## src/rtl/mem_arbiter_pkg.sv

```systemverilog
`default_nettype none
// ============================================================================
// Module      : mem_arbiter_pkg
// Description : Shared types and constants for the unified-RAM arbiter.
//               - state_e: arbiter states
//               - aim codes: SLB access size encoding
//               - IoRegion: addr[17:16] value of the memory-mapped IO window
//               - beat_count(): number of byte beats for a given aim code
// Revision    : 1.0 - initial release
// ============================================================================
package mem_arbiter_pkg;

  typedef enum logic [1:0] {
    IDLE     = 2'd0,
    IF_READ  = 2'd1,
    LS_READ  = 2'd2,
    LS_WRITE = 2'd3
  } state_e;

  localparam logic [1:0] AimWord = 2'b00;
  localparam logic [1:0] AimByte = 2'b01;
  localparam logic [1:0] AimHalf = 2'b10;

  localparam logic [1:0] IoRegion = 2'b11;

  // Beats per access. The unused aim code 11 falls back to a full word.
  function automatic logic [2:0] beat_count(input logic [1:0] aim);
    case (aim)
      AimByte: beat_count = 3'd1;
      AimHalf: beat_count = 3'd2;
      default: beat_count = 3'd4;
    endcase
  endfunction

endpackage
`default_nettype wire

```

## src/rtl/mem_arbiter_rr_arbiter2.sv

```systemverilog
`default_nettype none
// ============================================================================
// Module      : rr_arbiter2
// Description : Two-requester round-robin arbiter with a last-grant register.
//               On a tie the requester that did not win last time is chosen.
//               After reset last grant is IF, so the first tie goes to LS.
// Ports       : clk, rst      clock, synchronous active-low reset
//               req_i[1:0]    [0] = IF, [1] = LS
//               accept_i      the current grant is taken on this edge
//               grant_o[1:0]  one-hot grant (combinational)
// Revision    : 1.0 - initial release
// ============================================================================
module rr_arbiter2 (
  input  logic       clk,
  input  logic       rst,
  input  logic [1:0] req_i,
  input  logic       accept_i,
  output logic [1:0] grant_o
);

  // 0 = IF won last, 1 = LS won last
  logic last_ls_q;

  always_comb begin
    grant_o = 2'b00;
    case (req_i)
      2'b01:   grant_o = 2'b01;
      2'b10:   grant_o = 2'b10;
      2'b11:   grant_o = last_ls_q ? 2'b01 : 2'b10;
      default: grant_o = 2'b00;
    endcase
  end

  always_ff @(posedge clk) begin
    if (!rst) begin
      last_ls_q <= 1'b0;
    end else if (accept_i) begin
      last_ls_q <= grant_o[1];
    end
  end

endmodule
`default_nettype wire

```

## src/rtl/mem_arbiter.sv

```systemverilog
`default_nettype none
// ============================================================================
// Module      : mem_arbiter
// Description : Owner of the 8-bit unified RAM port. Arbitrates between the
//               instruction fetcher (word reads) and the store/load buffer
//               (byte/half/word loads and stores), serialises each access into
//               byte beats and reassembles read data little-endian.
// Ports       : clk, rst(active-low sync), rdy(global enable), flush
//               if_req/if_addr -> if_done/if_data        fetch side
//               ls_req/ls_we/ls_aim/ls_addr/ls_wdata
//                 -> ls_done/ls_rdata                    SLB side
//               busy                                     arbiter not idle
//               mem_din, io_buffer_full                  RAM/IO inputs
//               mem_dout, mem_a, mem_wr                  RAM outputs
// Revision    : 1.0 - initial release
// ============================================================================
module mem_arbiter
  import mem_arbiter_pkg::*;
#(
  parameter int         AddrWidth = 32,
  parameter logic [1:0] IoMask    = IoRegion
) (
  input  logic                 clk,
  input  logic                 rst,
  input  logic                 rdy,
  input  logic                 flush,
  input  logic                 if_req,
  input  logic [AddrWidth-1:0] if_addr,
  output logic                 if_done,
  output logic [31:0]          if_data,
  input  logic                 ls_req,
  input  logic                 ls_we,
  input  logic [1:0]           ls_aim,
  input  logic [AddrWidth-1:0] ls_addr,
  input  logic [31:0]          ls_wdata,
  output logic                 ls_done,
  output logic [31:0]          ls_rdata,
  output logic                 busy,
  input  logic [7:0]           mem_din,
  input  logic                 io_buffer_full,
  output logic [7:0]           mem_dout,
  output logic [AddrWidth-1:0] mem_a,
  output logic                 mem_wr
);

  state_e               state_q;
  logic [2:0]           cnt_q;
  logic [2:0]           n_q;
  logic [AddrWidth-1:0] addr_q;
  logic [31:0]          wdata_q;
  logic [31:0]          rbuf_q;
  logic                 if_done_q;
  logic                 ls_done_q;
  logic [31:0]          if_data_q;
  logic [31:0]          ls_rdata_q;
  logic [AddrWidth-1:0] mem_a_q;
  logic [7:0]           mem_dout_q;
  logic                 mem_wr_q;

  // --------------------------------------------------------------------------
  // Arbitration: only from IDLE, never while flushing, and never in the cycle
  // a done pulse is showing (the requester has not yet dropped its request).
  // --------------------------------------------------------------------------
  logic [1:0] grant;
  logic       grant_ok;
  logic       accept;

  assign grant_ok = (state_q == IDLE) && !flush && !if_done_q && !ls_done_q;
  assign accept   = rdy && grant_ok && (|grant);

  rr_arbiter2 u_rr (
    .clk      (clk),
    .rst      (rst),
    .req_i    ({ls_req, if_req}),
    .accept_i (accept),
    .grant_o  (grant)
  );

  // --------------------------------------------------------------------------
  // Write-beat source. The first beat is issued on the accept edge, before
  // the request is latched, so it is taken straight from the SLB inputs.
  // --------------------------------------------------------------------------
  logic [AddrWidth-1:0] beat_base;
  logic [31:0]          beat_data;
  logic [2:0]           beat_idx;
  logic [AddrWidth-1:0] beat_addr_d;
  logic [7:0]           beat_byte_d;
  logic                 io_hold;

  always_comb begin
    beat_base = addr_q;
    beat_data = wdata_q;
    beat_idx  = cnt_q;
    if (state_q == IDLE) begin
      beat_base = ls_addr;
      beat_data = ls_wdata;
      beat_idx  = 3'd0;
    end
  end

  assign beat_addr_d = beat_base + {{(AddrWidth-3){1'b0}}, beat_idx};
  assign io_hold     = io_buffer_full && (beat_base[17:16] == IoMask);

  always_comb begin
    beat_byte_d = beat_data[7:0];
    case (beat_idx[1:0])
      2'd1:    beat_byte_d = beat_data[15:8];
      2'd2:    beat_byte_d = beat_data[23:16];
      2'd3:    beat_byte_d = beat_data[31:24];
      default: beat_byte_d = beat_data[7:0];
    endcase
  end

  // --------------------------------------------------------------------------
  // Read assembly: mem_din carries the byte addressed on the previous edge,
  // i.e. byte cnt_q of the current access.
  // --------------------------------------------------------------------------
  logic [31:0]          rd_word_d;
  logic [2:0]           cnt_inc;
  logic [AddrWidth-1:0] rd_next_a;
  logic                 rd_last;

  assign cnt_inc   = cnt_q + 3'd1;
  assign rd_next_a = addr_q + {{(AddrWidth-3){1'b0}}, cnt_inc};
  assign rd_last   = (cnt_inc == n_q);

  always_comb begin
    rd_word_d = rbuf_q;
    case (cnt_q[1:0])
      2'd0:    rd_word_d[7:0]   = mem_din;
      2'd1:    rd_word_d[15:8]  = mem_din;
      2'd2:    rd_word_d[23:16] = mem_din;
      default: rd_word_d[31:24] = mem_din;
    endcase
  end

  // --------------------------------------------------------------------------
  // Main FSM with registered outputs. rdy=0 freezes every register.
  // --------------------------------------------------------------------------
  always_ff @(posedge clk) begin
    if (!rst) begin
      state_q    <= IDLE;
      cnt_q      <= 3'd0;
      n_q        <= 3'd0;
      addr_q     <= '0;
      wdata_q    <= 32'd0;
      rbuf_q     <= 32'd0;
      if_done_q  <= 1'b0;
      ls_done_q  <= 1'b0;
      if_data_q  <= 32'd0;
      ls_rdata_q <= 32'd0;
      mem_a_q    <= '0;
      mem_dout_q <= 8'd0;
      mem_wr_q   <= 1'b0;
    end else if (rdy) begin
      if_done_q <= 1'b0;
      ls_done_q <= 1'b0;
      case (state_q)
        IDLE: begin
          mem_wr_q <= 1'b0;
          if (grant_ok && (|grant)) begin
            cnt_q  <= 3'd0;
            rbuf_q <= 32'd0;
            if (grant[1]) begin
              addr_q  <= ls_addr;
              wdata_q <= ls_wdata;
              n_q     <= beat_count(ls_aim);
              if (ls_we) begin
                // First store beat goes out on the accept edge itself.
                state_q    <= LS_WRITE;
                mem_a_q    <= beat_addr_d;
                mem_dout_q <= beat_byte_d;
                mem_wr_q   <= !io_hold;
                if (!io_hold) begin
                  cnt_q <= 3'd1;
                end
              end else begin
                state_q <= LS_READ;
                mem_a_q <= ls_addr;
              end
            end else begin
              addr_q  <= if_addr;
              n_q     <= 3'd4;
              state_q <= IF_READ;
              mem_a_q <= if_addr;
            end
          end
        end

        IF_READ, LS_READ: begin
          mem_wr_q <= 1'b0;
          if (flush) begin
            // Speculative read abandoned; partial bytes are dropped.
            state_q <= IDLE;
            cnt_q   <= 3'd0;
          end else begin
            rbuf_q <= rd_word_d;
            if (rd_last) begin
              state_q <= IDLE;
              cnt_q   <= 3'd0;
              if (state_q == IF_READ) begin
                if_done_q <= 1'b1;
                if_data_q <= rd_word_d;
              end else begin
                ls_done_q  <= 1'b1;
                ls_rdata_q <= rd_word_d;
              end
            end else begin
              cnt_q   <= cnt_inc;
              mem_a_q <= rd_next_a;
            end
          end
        end

        LS_WRITE: begin
          // Stores ignore flush: they are already committed.
          if (cnt_q == n_q) begin
            mem_wr_q  <= 1'b0;
            ls_done_q <= 1'b1;
            state_q   <= IDLE;
            cnt_q     <= 3'd0;
          end else begin
            // An IO beat waits while the IO buffer is full; cnt_q holds so
            // the same beat is retried on the next edge.
            mem_a_q    <= beat_addr_d;
            mem_dout_q <= beat_byte_d;
            mem_wr_q   <= !io_hold;
            if (!io_hold) begin
              cnt_q <= cnt_inc;
            end
          end
        end

        default: begin
          state_q  <= IDLE;
          mem_wr_q <= 1'b0;
        end
      endcase
    end
  end

  assign if_done  = if_done_q;
  assign if_data  = if_data_q;
  assign ls_done  = ls_done_q;
  assign ls_rdata = ls_rdata_q;
  assign mem_a    = mem_a_q;
  assign mem_dout = mem_dout_q;
  assign mem_wr   = mem_wr_q & rdy;
  assign busy     = (state_q != IDLE);

endmodule
`default_nettype wire

```

## config.mk

```make
export PLATFORM = sky130hd
export DESIGN_NAME = mem_arbiter
export DESIGN_NICKNAME = d
export VERILOG_FILES = /design/src/rtl/mem_arbiter_pkg.sv /design/src/rtl/mem_arbiter_rr_arbiter2.sv /design/src/rtl/mem_arbiter.sv
export SDC_FILE = /design/constraint.sdc
export NUM_CORES = 1
export LEC_CHECK = 0
export ABC_CLOCK_PERIOD_IN_PS = 11900
export BUFFER_PORTS_ARGS = -buffer_cell sky130_fd_sc_hd__buf_4
export CORE_MARGIN = 2
export CORE_UTILIZATION = 45
export DETAILED_ROUTE_END_ITERATION = 10
export PLACE_DENSITY = 0.68
export SLEW_MARGIN = 20
export SYNTH_ARGS = -nofsm -noshare
export SYNTH_HDL_FRONTEND = slang
export SYNTH_SLANG_ARGS = --single-unit
```

## constraint.sdc

```tcl
create_clock -name clk -period 11.9 [get_ports clk]
set_clock_uncertainty 0.2 [all_clocks]
set_input_delay 2.975 -clock clk [delete_from_list [all_inputs] [get_ports clk]]
set_output_delay 2.975 -clock clk [all_outputs]
set_load 0.02 [all_outputs]
```

# Word-level counts from Yosys, hierarchy flattened
# Cells that the tools add are included.
# op_classes
n_bitwise,3
add_sub_neg,3
eq_ne,25
mux,58
reduce_logical,28
# ops
operator,count
32-bit two-way mux,11
32-bit one-hot mux with 3 select lines,1
32-bit by 3-bit adder with 32-bit output,2
8-bit two-way mux,8
32-bit one-hot mux with 2 select lines,1
8-bit one-hot mux with 3 select lines,1
3-bit two-way mux,7
"2-bit equality test, second input constant",9
1-bit two-way mux,16
8-bit one-hot mux with 2 select lines,1
5-bit AND reduction,3
2-bit two-way mux,6
"2-bit != test, second input constant",6
2-bit one-hot mux with 3 select lines,2
4-bit AND reduction,3
"2-bit by 1-bit equality test with 1-bit output, second input constant",5
3-bit one-hot mux with 3 select lines,1
1-bit logical AND,7
3-bit equality test,2
"3-bit != test, second input constant",2
3-bit one-hot mux with 2 select lines,1
3-bit AND reduction,2
6-bit AND reduction,1
2-bit nonzero test,3
10 further kinds,16
# totals
wordCells,131
register_bits,212
inputBits,114

# Depth between registers and ports, before layout
# Gate-level depths: netlist of run 1.
# logic_depth
depth_word,9
mapped_depth,18

# Cells and area by module
# A second synthesis of run 1 with hierarchy kept.
# unflattened
cells_unflattened,1508
area_unflattened_um2,12112.9
# modules_own_cells
mod,cells_per_inst,area_per_inst_um2,instances
mem_arbiter,1502,12052.8,1
rr_arbiter2,6,60.1,1

# Least setup slack after synthesis of run 1
# OpenSTA, ideal clock, no wires.
# synth_path
kind,input to output
startpoint,in rdy
endpoint,out mem_wr
required_ns,8.725
stages,1
n_path_buf,0
path_slack_ns,5.534
arrival_ns,3.191
cell_sequence,and2_1
# synth_between
elab_chain_cells,1
# synth_lines
element,line_no,source
start: declaration,mem_arbiter.sv:25,"input logic rdy,"
1-bit AND,mem_arbiter.sv:248,assign mem_wr = mem_wr_q & rdy;
end: declaration,mem_arbiter.sv:43,output logic mem_wr
# Every way passes these cells.

# Final worst setup path of run 1
# Ends and elaborated chain as after synthesis.

==> flow_summary_export.csv, run 1 <==
group,metric,value,unit
synthesis,ys_types,73,
power,p_leak,5.41,nW
placed_design,dp_hpwl,24.3,mm
timing,rsz0062_at_grt,"false",
synthesis,ys_ff_latch,212,
placed_design,port_buffers,221,
timing,max_slew_margin,28.0,%
floorplan,start_util,45.5,%
timing,tns,0,ps
power,vdd_drop_max,108,uV
timing,tightest_slew,1080,ps
clock_network,cts_buffer_depth,3,
global_route,grt_overflow,0,
synthesis,syn-cell-area,0.0114,sq mm
critical_path,startpoint_type,"input port",
synthesis,ys.flop_type,"dfxtp_1",
route,vias_per_cell,5.92,
critical_path,cp-end-kind,"primary output",
final_layout,layout_common_cells,"buf_4 (232), nand2_1 (226), dfxtp_1 (212), nor2_1 (157), a211oi_1 (81)",
global_route,grt_pass1_wl,56.8,mm
run_status,status,"complete, no violations",
global_route,grt_antenna_before_repair,0,
clock_network,hold_buffers,0,
clock_network,cts_tree,"built",
route,drc,0,
floorplan,fp-row-count,58,
floorplan,io_pins,222,
placed_design,place.gp.congestion,0.895,
route,drt-wirelength-per-cell,18.7,microns
route,ant_nets,0,
critical_path,worstPathMaxFanout,7,
critical_path,worst-path-buf-inv,2,
critical_path,crit_family,"buffers and inverters",
clock_network,clkSinkCount,212,
timing,finalSetupViolations,0,
critical_path,crit_top_cell,"buf_4",
floorplan,coreArea,0.0250,sq mm
flow_run,cap_violations,0,
placed_design,placed_cell_area,0.0131,sq mm
power,total_power,0.00205,W
global_route,grt_pass1_vias,10800,
route,drtIter0Drc,876,
route,vias,11300,
timing,max_freq,152,MHz
critical_path,critPathKind,"input port to primary output",
floorplan,die_x,163,microns
global_route,grt_max_degree,104,
synthesis,yosys_warnings,0,
route,drtPass1Iterations,6,
global_route,grt.total_usage,26.2,%
clock_network,h-tree-depth,1,
power,p_per_area,147,mW/mm^2
synthesis,synthesis.nets,1557,
critical_path,slowest_stage,"and2_1",
clock_network,cts.repair.resized,0,
clock_network,cts_root_buf,"clkbuf_16",
final_layout,layout_commonest_cell,"buf_4",
clock_network,clk_pin_slew,50,ps
final_layout,diodes,0,
synthesis,syn-instance-count,1426,
clock_network,numCtsBuffers,25,
final_layout,fin_area,0.0139,sq mm
clock_network,cts_setup_buffers,0,
clock_network,worstSkewPairLatency,530,ps
critical_path,path_cells,"buf_4, and2_1, buf_4",
synthesis,ys_async_sr_fraction,0,%
critical_path,required,8730,ps
timing,drv_slew,0,
final_layout,nNetsFinal,1695,
timing,fin_crit_sh,55.4,%
synthesis,ys_seq_area_share,37.4,%
final_layout,area_delta_synth_final,22.7,%
timing,fin_crit,6590,ps
route,wl,35.8,mm
floorplan,die_h,163,microns
synthesis,syn_area_per_cell,7.96,sq um
floorplan,die-area,0.0265,sq mm
critical_path,cpPeakStageDelay,150,ps
synthesis,synth_edf_count,0,
final_layout,layout-drive-gt1-share,19.6,%
critical_path,worstPathArrival,3410,ps
min_path,min_path_type,"register to register",
timing,hold_violations,0,
metal layers:
metal / GRT usage, % / part of all wire (%)
met1: 35.7 / 44
met2: 42.2 / 46
met3: 4.58 / 8.2
met4: 8.21 / 2.7
met5: 0 / 0
cell usage after synthesis, drive strengths merged, types with 4 or more instances:
| master | number | share of area, % |
|---|---|---|
| and2 | 12 | 0.66 |
| o21ai | 66 | 2.9 |
| nor2b | 9 | 0.50 |
| clkbuf | 91 | 3.0 |
| nand2b | 8 | 0.44 |
| nand2 | 227 | 7.5 |
| buf | 30 | 1.3 |
| ha | 16 | 1.8 |
| xnor2 | 37 | 2.9 |
| a311oi | 11 | 0.85 |
| nand4 | 13 | 0.72 |
| nand3 | 38 | 1.8 |
| mux2i | 65 | 5.7 |
| a22oi | 43 | 2.9 |
| inv | 17 | 0.56 |
| a31oi | 30 | 1.7 |
| nor4 | 9 | 0.68 |
| xor2 | 25 | 1.9 |
| a221oi | 15 | 1.2 |
| a222oi | 14 | 1.2 |
| mux2 | 8 | 0.79 |
| o31ai | 7 | 0.46 |
| a21oi | 77 | 3.4 |
| and3 | 13 | 0.72 |
| dfxtp | 212 | 37 |
| nor2 | 160 | 5.3 |
| o211ai | 5 | 0.33 |
| a211oi | 82 | 5.5 |
| nor3 | 24 | 1.1 |
| nand4b | 4 | 0.36 |
| o22ai | 10 | 0.61 |
worst paths after layout:
kind,start,endpoint,slack [ps],cells past startpoint
min reg2reg,wdata_q[23]$_SDFFE_PN0P_,wdata_q[23]$_SDFFE_PN0P_,250,2
max,rdy,mem_wr,5310,3
max reg2reg,state_q[1]$_SDFFE_PN0P_,mem_a[30]$_SDFFE_PN0P_,7250,12
min,wdata_q[23]$_SDFFE_PN0P_,wdata_q[23]$_SDFFE_PN0P_,250,2
metrics by stage:
step	hold slack, ps	cells	utilization [%]	setup slack, ps
2_1_floorplan	231	1426	-	5530
3_3_place_gp	242	1866	52.3	5310
3_5_place_dp	245	1866	52.3	5310
4_1_cts	253	1912	55.8	5310
5_1_grt	268	1913	55.8	5300
6_report	253	1913	55.8	5310
power by group:
part	internal [W]	switching [W]	total [W]
clock	0.000474	0.000322	0.000796
combinational	0.000178	0.000289	0.000467
sequential	0.000752	0.0000387	0.000791
total	0.00140	0.000650	0.00205
cell type report:
cell class	instances	area (sq um)
Clock buffer	30	674
Clock inverter	16	184
Fill cell	2375	11000
Inverter	19	73.8
Multi-Input combinational cell	1074	6610
Sequential cell	212	4240
Tap cell	330	413
Timing Repair Buffer	232	1740
logic make-up after synthesis:
family          Yosys count  synth area share [%]
flops                   212                  37.4
xor+xnor                 63                  4.99
mux                      73                  6.52
buf+inv                 140                  4.89
fa+ha+maj                17                  1.94
simple gates            531                  20.8
compound gates          390                  23.5
worst register-to-register path: cells and delay by family, from the launching register on:
family	cells	cell delay (ps)
AND/OR/NAND/NOR	4	1300
adder cells (fa/ha/maj)	2	640
multiplexers	2	870
flip-flops	1	310
buffers and inverters	2	810
AO/OA/AOI/OAI	2	440
sequential cells by signal, summed over array words and instances, names as in the netlist:
register,count
addr_q,32
ls_done,1
mem_a,32
cnt_q,3
u_rr.last_ls_q,1
state_q,2
if_done,1
n_q,3
mem_wr_q,1
rbuf_q,32
mem_dout,8
if_data,32
wdata_q,32
ls_rdata,32
No activity file was read; power rests on OpenSTA's default activity.
==> inputs of run 2 (changes only) <==
- ABC_AREA: default -> 1
- ABC_CLOCK_PERIOD_IN_PS: 11900 -> 5800
- PLACE_DENSITY: 0.68 -> 0.7
- clock period: 11.9 -> 5.8 ns (I/O delays scaled with it)
==> flow_summary_export.csv, run 2 <==
group,metric,value,unit
synthesis,syn-cell-area,0.0122,sq mm
clock_network,worstSkewPairLatency,540,ps
synthesis,synthesis.nets,1983,
route,ant_nets,0,
power,p_switching,0.00286,W
timing,max_slew_margin,34.7,%
power,clkPwrFrac,26.0,%
global_route,grt.total_usage,30.3,%
final_layout,diodes,0,
route,vias_per_cell,5.51,
power,p_int,0.00353,W
global_route,grt_pass1_wl,67.9,mm
synthesis,syn_area_per_cell,6.57,sq um
timing,rsz0062_at_grt,"false",
synthesis,synth_common_cells,"nand2_1 (455), dfxtp_1 (212), o21ai_0 (183)",
power,p_seq_share,28.7,%
synthesis,synth_edf_count,0,
route,wl,44.1,mm
timing,fin_crit_sh,66.7,%
placed_design,pre_cts_ws,1490,ps
route,vias,13100,
synthesis,ys_seq_area_share,34.9,%
floorplan,start_util,45.6,%
clock_network,hold_buffers,0,
clock_network,numCtsBuffers,25,
clock_network,h-tree-depth,1,
critical_path,cp-end-kind,"register",
synthesis,yosys_warnings,0,
floorplan,die_h,168,microns
floorplan,die-area,0.0284,sq mm
power,power.share.switching,44.7,%
synthesis,yosysMostFrequentCell,"nand2_1",
placed_design,port_buffers,221,
timing,tightest_slew,979,ps
critical_path,slowest_stage,"ha_1",
synthesis,ys_async_sr_fraction,0,%
global_route,grt_antenna_before_repair,0,
final_layout,layout_commonest_cell,"nand2_1",
route,drtIter0Drc,1184,
placed_design,place.gp.congestion,0.949,
timing,tns,0,ps
critical_path,worstPathArrival,4130,ps
global_route,grt_max_degree,110,
critical_path,worst-path-buf-inv,0,
timing,worst_slack,1930,ps
timing,drv_slew,0,
critical_path,required,6060,ps
flow_run,cap_violations,0,
timing,max_freq,258,MHz
final_layout,nNetsFinal,2144,
clock_network,cts_root_buf,"clkbuf_16",
final_layout,final_cells,2372,
synthesis,ys.flop_type,"dfxtp_1",
floorplan,io_pins,222,
timing,hold_violations,0,
final_layout,final_util,55.3,%
global_route,grt_overflow,0,
final_layout,fillers,2719,
power,power_frac_comb,45.3,%
critical_path,startpoint_type,"register",
synthesis,syn-instance-count,1852,
floorplan,die_x,168,microns
critical_path,path_cells,"ha_1, xor2_2, ha_1, nand2_1, a21oi_1, nand3_1, nor2_1, nand2_1, o21bai_1, nand3_1, nand3_1, nand3_1, a21oi_1",
route,drt-wirelength-per-cell,18.6,microns
timing,fin_crit,3870,ps
synthesis,ys_ff_latch,212,
final_layout,layout_common_cells,"nand2_1 (454), buf_4 (236), dfxtp_1 (212), o21ai_0 (183), inv_1 (178)",
power,p_leak,6.28,nW
global_route,grt_pass1_vias,12200,
power,p_per_area,432,mW/mm^2
final_layout,area_delta_synth_final,21.4,%
clock_network,cts_buffer_depth,3,
clock_network,cts.repair.resized,0,
clock_network,clkSinkCount,212,
run_status,status,"complete, no violations",
critical_path,crit_top_cell,"nand3_1",
clock_network,clk_pin_slew,60,ps
placed_design,dp_hpwl,32.2,mm
critical_path,worstPathMaxFanout,9,
timing,finalSetupViolations,0,
synthesis,synth_top_area_cell,"dfxtp_1",
route,drtPass1Iterations,6,
final_layout,layout-drive-gt1-share,18.8,%
power,vdd_drop_max,426,uV
critical_path,critPathKind,"register to register",
critical_path,crit_family,"simple AND/OR/NAND/NOR gates",
floorplan,coreArea,0.0267,sq mm
critical_path,cpPeakStageDelay,510,ps
synthesis,netlist.area_leader.share,34.9,%
clock_network,cts_tree,"built",
synthesis,synth.area.top_cells,"dfxtp_1 (35%), nand2_1 (14%), o21ai_0 (7.5%)",
synthesis,ys_types,55,
clock_network,cts_setup_buffers,0,
floorplan,fp-row-count,60,
route,drc,0,
min_path,min_path_type,"register to register",
placed_design,dp_cells,2327,
[run 2: changes by cell type after synthesis, moves of 15 or more]
cell / previous run / this run
a22oi_1: 42 / 0
a211oi_1: 81 / 25
nand2_1: 227 / 455
mux2_2: 7 / 32
nand3_1: 35 / 116
inv_2: 0 / 17
a21oi_1: 77 / 168
inv_1: 17 / 178
clkbuf_1: 91 / 73
o21ai_0: 56 / 183
nor2_2: 0 / 15
mux2i_1: 65 / 0
xnor2_1: 37 / 4
xor2_1: 25 / 3
[run 2: cell type report]
cell class	count	area (sq um)	area share [%]
clock inverters	10	146	0.990
flip-flops and latches	212	4240	28.7
repair buffers	236	1770	12.0
inverters	196	736	4.98
multi-input cells	1342	6750	45.6
clock buffers	35	713	4.82
well taps	341	427	2.89
[run 2: path summary, 6_finish.rpt]
path                            slack [ps]                 endpoint  cells after the start                    start
worst max register to register        1930   mem_a[20]$_SDFFE_PN0P_                     13    cnt_q[0]$_SDFFE_PN0P_
worst min register to register         240  if_data[4]$_SDFFE_PN0P_                      2  if_data[4]$_SDFFE_PN0P_
worst min-delay path                   240  if_data[4]$_SDFFE_PN0P_                      2  if_data[4]$_SDFFE_PN0P_
worst max-delay path                  1930   mem_a[20]$_SDFFE_PN0P_                     13    cnt_q[0]$_SDFFE_PN0P_
[run 2: power groups by stage]
stage | logic [W] | registers [W] | clock network [W]
6_report | 0.00290 | 0.00184 | 0.00166
5_1_grt | 0.00315 | 0.00186 | 0.00173
4_1_cts | 0.00285 | 0.00183 | 0.00168
3_5_place_dp | 0.00284 | 0.00186 | 0
3_3_place_gp | 0.00284 | 0.00186 | 0
2_1_floorplan | 0.00184 | 0.00194 | 0
[run 2: kinds of logic after synthesis]
logic type | after synthesis | share of synthesized area (%)
and+or+nand+nor | 826 | 28.9
AOI/OAI and AO/OA | 459 | 21.0
buffers and inverters | 298 | 9.89
DFF | 212 | 34.9
muxes | 32 | 2.96
adders and majority gates | 17 | 1.81
xor gates and xnor gates | 8 | 0.637
[run 2: routing by layer]
metal,vias up,GRT usage [%],part of all wire (%)
li1,6438,-,-
met1,5972,40.5,44
met2,563,48.7,44
met3,94,5.26,7.9
met4,0,11.9,4.0
met5,-,0,0
[run 2: tightest hold or removal path, stage by stage, from the launching register on]
cell and delay (ps):
dfxtp_1 310, inv_1 50, a21oi_1 50
[run 2: per-stage QoR]
step / instance area (sq um) / hold WS [ps] / total power [W]
after floorplan: 12200 / 224 / 0.00378
after global placement: 13900 / 233 / 0.00469
after detailed placement: 13900 / 236 / 0.00470
after CTS: 14800 / 244 / 0.00636
after global routing: 14800 / 257 / 0.00674
final: 14800 / 242 / 0.00639
